**src/rtl/flit_mux_arb.sv**
```systemverilog
// flit_mux_arb: N:1 packet-locked flit multiplexer with registered valid/ready output
module flit_mux_arb #(
  parameter int NPORT = 4,
  parameter int DATAW = 66,
  parameter int VCHW  = 2,
  parameter int SELW  = 2,
  parameter int CNTW  = 32
) (
  input  logic                   clk,
  input  logic                   rst_,
  input  logic [NPORT*DATAW-1:0] idata,
  input  logic [NPORT-1:0]       ivalid,
  input  logic [NPORT*VCHW-1:0]  ivch,
  output logic [NPORT-1:0]       iready,
  input  logic                   mode,
  input  logic [SELW-1:0]        sel,
  output logic [DATAW-1:0]       odata,
  output logic                   ovalid,
  output logic [VCHW-1:0]        ovch,
  input  logic                   oready,
  output logic                   locked,
  output logic [SELW-1:0]        grant,
  output logic [CNTW-1:0]        flit_cnt,
  output logic                   err
);
  localparam int NS = 1 << SELW;
  localparam logic [1:0] T_NONE = 2'b00;
  localparam logic [1:0] T_HEAD = 2'b01;
  localparam logic [1:0] T_TAIL = 2'b11;
  typedef enum logic {IDLE, LOCKED} state_t;
  state_t state_q, state_d;
  logic [DATAW-1:0] odata_q, odata_d;
  logic [VCHW-1:0] ovch_q, ovch_d;
  logic ovalid_q, ovalid_d, err_q, err_d;
  logic [SELW-1:0] grant_q, grant_d, cand, xport, idx;
  logic [CNTW-1:0] cnt_q, cnt_d;
  logic [NS-1:0][DATAW-1:0] dat;
  logic [NS-1:0][VCHW-1:0] vc;
  logic [NS-1:0][1:0] ft;
  logic [NS-1:0] vld, rdy;
  logic out_free, cand_ok, xok, xfer;

  // unpack ports into arrays indexed by a SELW-bit port number; slots past NPORT stay idle
  always_comb begin
    dat = '0;
    vc = '0;
    ft = '0;
    vld = '0;
    for (int k = 0; k < NPORT; k++) begin
      dat[k] = idata[k*DATAW +: DATAW];
      vc[k] = ivch[k*VCHW +: VCHW];
      ft[k] = idata[k*DATAW+DATAW-2 +: 2];
      vld[k] = ivalid[k];
    end
  end

  // new-packet candidate: external select, or first valid HEAD after the last grant
  always_comb begin
    cand = sel;
    cand_ok = int'(sel) < NPORT;
    idx = '0;
    if (mode) begin
      cand_ok = 1'b0;
      for (int i = NPORT; i >= 1; i--) begin
        idx = SELW'((int'(grant_q) + i) % NPORT);
        if (vld[idx] && ft[idx] == T_HEAD) begin
          cand = idx;
          cand_ok = 1'b1;
        end
      end
    end
  end

  // accept handshake: the locked port follows out_free, otherwise only a valid HEAD candidate
  always_comb begin
    out_free = !ovalid_q || oready;
    xport = (state_q == LOCKED) ? grant_q : cand;
    xok = (state_q == LOCKED) || (cand_ok && vld[cand] && ft[cand] == T_HEAD);
    rdy = (rst_ && xok && out_free) ? NS'(1) << xport : '0;
    iready = rdy[NPORT-1:0];
    xfer = |(rdy & vld);
  end

  // packet lock tracking, protocol error detection, output register and transfer counter
  always_comb begin
    state_d = state_q;
    grant_d = grant_q;
    err_d = err_q;
    if (state_q == IDLE && !mode && cand_ok && vld[cand] && ft[cand] != T_HEAD) err_d = 1'b1;
    if (xfer) begin
      if (state_q == IDLE) begin
        state_d = LOCKED;
        grant_d = cand;
      end else if (ft[xport] == T_TAIL) state_d = IDLE;
      else if (ft[xport] == T_HEAD || ft[xport] == T_NONE) err_d = 1'b1;
    end
    ovalid_d = xfer || (ovalid_q && !oready);
    odata_d = xfer ? dat[xport] : odata_q;
    ovch_d = xfer ? vc[xport] : ovch_q;
    cnt_d = (ovalid_q && oready && !(&cnt_q)) ? cnt_q + CNTW'(1) : cnt_q;
  end

  // state and registered outputs with synchronous active-low reset
  always_ff @(posedge clk) begin
    if (!rst_) begin
      state_q <= IDLE;
      grant_q <= SELW'(NPORT-1);
      err_q <= 1'b0;
      ovalid_q <= 1'b0;
      odata_q <= '0;
      ovch_q <= '0;
      cnt_q <= '0;
    end else begin
      state_q <= state_d;
      grant_q <= grant_d;
      err_q <= err_d;
      ovalid_q <= ovalid_d;
      odata_q <= odata_d;
      ovch_q <= ovch_d;
      cnt_q <= cnt_d;
    end
  end

  assign odata = odata_q;
  assign ovalid = ovalid_q;
  assign ovch = ovch_q;
  assign locked = state_q == LOCKED;
  assign grant = grant_q;
  assign flit_cnt = cnt_q;
  assign err = err_q;
endmodule

```
**config.mk**
```make
export PLATFORM = sky130hd
export DESIGN_NAME = flit_mux_arb
export DESIGN_NICKNAME = d
export VERILOG_FILES = /design/src/rtl/flit_mux_arb.sv
export SDC_FILE = /design/constraint.sdc
export NUM_CORES = 1
export LEC_CHECK = 0
export BUFFER_PORTS_ARGS = -buffer_cell sky130_fd_sc_hd__buf_2
export CAP_MARGIN = 20
export CORE_ASPECT_RATIO = 0.5
export CORE_MARGIN = 5
export CORE_UTILIZATION = 45
export CTS_CLUSTER_DIAMETER = 80
export DETAILED_ROUTE_END_ITERATION = 12
export HOLD_SLACK_MARGIN = 0.06
export PLACE_DENSITY = 0.87
export REMOVE_ABC_BUFFERS = 1
export SLEW_MARGIN = 20
export SYNTH_ARGS = -nofsm -noshare
export SYNTH_HDL_FRONTEND = slang
export SYNTH_SLANG_ARGS = --single-unit
```
**constraint.sdc**
```tcl
create_clock -name clk -period 3.9 [get_ports clk]
set_input_delay 0.78 -clock clk [delete_from_list [all_inputs] [get_ports clk]]
set_output_delay 0.78 -clock clk [all_outputs]
set_load 0.005 [all_outputs]
```
==> insert_results.sql <==
INSERT INTO impl_metrics (metric_group, metric, value, unit) VALUES
('outcome', 'run_status', 'completed', ''),
('final_layout', 'num_antenna_cells', '0', ''),
('synth', 'synth_cells', '727', ''),
('global_route', 'grt_max_degree', '106', ''),
('synth', 'post_synth_instance_area', '7010', 'µm²'),
('critical_path', 'timing.rr.start', 'grant[0]$_SDFFE_PN1P_', ''),
('critical_path', 'end_kind', 'output pin', ''),
('clocking', 'cts-hold-fix-buffers', '0', ''),
('placed_design', 'gp_congestion', '1.02', ''),
('critical_path', 'worst_path_max_delay_cell', 'o32a_4', ''),
('final_layout', 'ff_latch_area', '2100', 'µm²'),
('placed_design', 'placement.setup.worst_slack', '0.119', 'ns'),
('final_layout', 'design.final.nets', '1374', ''),
('floorplan', 'die_h', '98.3', 'µm'),
('global_route', 'overall_fraction_of_global_route_tracks_in_use', '23.6', '%'),
('clocking', 'clock_tree.htree_level_count', '3', ''),
('floorplan', 'fp.dieArea', '18300', 'µm²'),
('floorplan', 'width_of_the_chip', '187', 'µm'),
('critical_path', 'cp_data_arrival_time', '2.93', 'ns'),
('clocking', 'clk_pin_slew', '0.07', 'ns'),
('synth', 'synth-xor-area-share', '3.37', '%'),
('detailed_routing', 'routed-wl-met2', '11.8', 'mm'),
('synth', 'fraction_of_the_yosys_area_taken_by_sequential_cells', '30.0', '%'),
('timing', 'worst_slack', '0.192', 'ns'),
('power_and_ir_drop', 'combPwrFrac', '36.8', '%'),
('synth', 'dominant_synthesized_flop_cell', 'dfxtp_1', ''),
('power_and_ir_drop', 'switching_power_summed_over_all_nets', '1.02', 'mW'),
('timing', 'final_period_minus_worst_setup_slack', '3.71', 'ns'),
('final_layout', 'mostFrequentLayoutCell', 'buf_2', ''),
('synth', 'synth_seq_cells', '105', ''),
('final_layout', 'proportion_of_layout_cells_with_a_drive_suffix_above_1', '45.6', '%'),
('power_and_ir_drop', 'p_sw_share', '31.5', '%'),
('floorplan', 'rows', '32', ''),
('clocking', 'cts_tree', 'done', ''),
('timing', 'fin_skew', '0.00755', 'ns'),
('flow_run', 'cap_violations', '0', ''),
('timing', 'maxSlewHeadroom', '34.6', '%'),
('placed_design', 'hpwl_after_detailed_placement', '18.2', 'mm'),
('power_and_ir_drop', 'clkPwrFrac', '27.3', '%'),
('timing', 'fin_hold_ws', '0.455', 'ns'),
('synth', 'average_size_of_a_mapped_cell', '9.65', 'µm²'),
('synth', 'main_combinational_cell_family_by_area_after_synthesis', 'multiplexers', ''),
('timing', 'final-hold-violation-count', '0', ''),
('final_layout', 'area.growth.synth_to_final', '33.8', '%'),
('critical_path', 'r2r-end', 'odata[41]$_SDFFE_PN0P_', ''),
('detailed_routing', 'wire_length_on_met1', '9.61', 'mm'),
('synth', 'synthArstFlopShare', '0', '%'),
('floorplan', 'core_region', '15300', 'µm²'),
('critical_path', 'ff2ff_setup_slack', '0.76', 'ns'),
('detailed_routing', 'highest_layer', 'met4', ''),
('min_path', 'worst_hold_path_type', 'register to register', ''),
('synth', 'synth_compound_area_share', '5.39', '%'),
('detailed_routing', 'detail_route.drc_violations', '0', ''),
('critical_path', 'worst-path-max-fanout', '6', ''),
('final_layout', 'share_of_the_core_filled_with_cells_in_the_final_layout', '61.2', '%'),
('detailed_routing', 'wl_per_cell', '17.6', 'µm'),
('power_and_ir_drop', 'internal_power', '2.23', 'mW'),
('detailed_routing', 'met3WireLength', '1.10', 'mm'),
('critical_path', 'reg2reg_depth', '10', ''),
('final_layout', 'layout.filler_cells', '1332', ''),
('timing', 'timing_max_transition_violations_final', '0', ''),
('timing', 'grt_setup_unrepaired', 'false', ''),
('clocking', 'clock_latency', '0.35', 'ns'),
('final_layout', 'most-common-layout-cells', 'buf_2 (390), mux2i_1 (209), dfxtp_1 (104)', ''),
('global_route', 'grt_antenna_before_repair', '0', ''),
('placed_design', 'buffer_ports.inserted', '390', ''),
('global_route', 'overflow', '0', ''),
('floorplan', 'initial_utilization', '45.7', '%'),
('detailed_routing', 'detail_route.vias_per_cell', '5.20', ''),
('critical_path', 'path_common_cell', 'buf_2', ''),
('synth', 'synthesized_area_fraction_occupied_by_and_or_nand_nor_cells', '14.5', '%');
metal layers:
metal | global-route usage, % | vias up
met4 | 5.32 | 0
met3 | 5.00 | 32
met2 | 43.1 | 201
li1 | - | 3334
met5 | 0 | -
met1 | 28.8 | 3196
cell type report:
class                           instances  area share [%]
Clock buffer                           10            2.55
Clock inverter                          6           0.547
Inverter                               13           0.520
Tap cell                              204            2.72
Timing Repair Buffer                  401            22.3
Sequential cell                       105            22.4
Multi-Input combinational cell        561            48.9
Yosys cell counts, types with 2 or more instances:
| library cell | number | share of area [%] |
|---|---|---|
| and2_1 | 30 | 2.7 |
| a21boi_0 | 6 | 0.64 |
| a31oi_1 | 2 | 0.18 |
| and3_1 | 4 | 0.36 |
| clkbuf_1 | 27 | 1.4 |
| nor2b_1 | 2 | 0.18 |
| buf_6 | 2 | 0.32 |
| buf_1 | 3 | 0.16 |
| o32ai_1 | 2 | 0.25 |
| a22oi_1 | 2 | 0.21 |
| nor3_1 | 6 | 0.43 |
| and4_1 | 3 | 0.37 |
| nor4_1 | 4 | 0.36 |
| buf_2 | 9 | 0.64 |
| xnor2_1 | 21 | 2.6 |
| xor2_1 | 6 | 0.75 |
| a21oi_1 | 3 | 0.21 |
| nand2_1 | 89 | 4.8 |
| inv_1 | 13 | 0.70 |
| nand2b_1 | 4 | 0.36 |
| o21ai_0 | 12 | 0.86 |
| mux2_2 | 68 | 11 |
| nand3_1 | 13 | 0.93 |
| mux2i_1 | 209 | 30 |
| nor2_1 | 19 | 1.0 |
| mux2_4 | 2 | 0.43 |
| nand3b_1 | 3 | 0.32 |
| o22ai_1 | 2 | 0.18 |
| dfxtp_1 | 105 | 30 |
| or3_1 | 5 | 0.45 |
| o21ai_1 | 2 | 0.14 |
| buf_12 | 7 | 2.0 |
| nand4_1 | 11 | 0.98 |
| o31ai_1 | 4 | 0.43 |
through the flow:
step	std cells	power (mW)	area, µm²
2_1_floorplan	679	2.43	6690
3_3_place_gp	1284	2.34	9080
3_5_place_dp	1284	2.38	9080
4_1_cts	1300	3.27	9370
5_1_grt	1300	3.42	9380
6_report	1300	3.25	9380
state kept, by name, summed over array words and instances (netlist names):
register  flops
ovch          2
grant         2
err           1
ovalid        1
flit_cnt     32
locked        1
odata        66
kinds of logic (layout without fill, tap and decap cells):
kind of cell,count (synthesis),count (layout)
flops,105,105
buf+inv,61,430
fa+ha+maj,1,1
xor+xnor,27,27
compound gates,52,52
mux,280,280
simple gates,201,201
power by group through the flow:
stage,Sequential (mW),Clock (mW),Combinational [mW]
floorplan,1.19,0,1.23
global placement,1.19,0,1.15
detailed placement,1.19,0,1.19
CTS,1.17,0.909,1.19
global route,1.17,0.955,1.29
finish,1.17,0.886,1.20
worst min path at each step:
stage / startpoint / to / slack (ns) / depth (start not counted)
detailed placement: odata[12]$_SDFFE_PN0P_ / odata[12]$_SDFFE_PN0P_ / 0.45 / 2
CTS: odata[12]$_SDFFE_PN0P_ / odata[12]$_SDFFE_PN0P_ / 0.46 / 2
global placement: odata[1]$_SDFFE_PN0P_ / odata[1]$_SDFFE_PN0P_ / 0.44 / 2
finish: odata[12]$_SDFFE_PN0P_ / odata[12]$_SDFFE_PN0P_ / 0.45 / 2
floorplan: odata[0]$_SDFFE_PN0P_ / odata[0]$_SDFFE_PN0P_ / 0.45 / 2
global route: odata[12]$_SDFFE_PN0P_ / odata[12]$_SDFFE_PN0P_ / 0.48 / 2
what timing repair did:
item | 4_1_cts | 5_1_grt
gates resized for setup | 0 | 3
setup buffers | 0 | 0
setup endpoints to repair | 0 | 4
worst max-delay path, delay by kind of cell:
family / cells / cell delay (ns)
multiplexers: 1 / 0.33
buffers and inverters: 2 / 0.28
AND/OR/NAND/NOR: 4 / 0.77
AO/OA/AOI/OAI: 3 / 0.76
(Power assumes the default switching activity.)
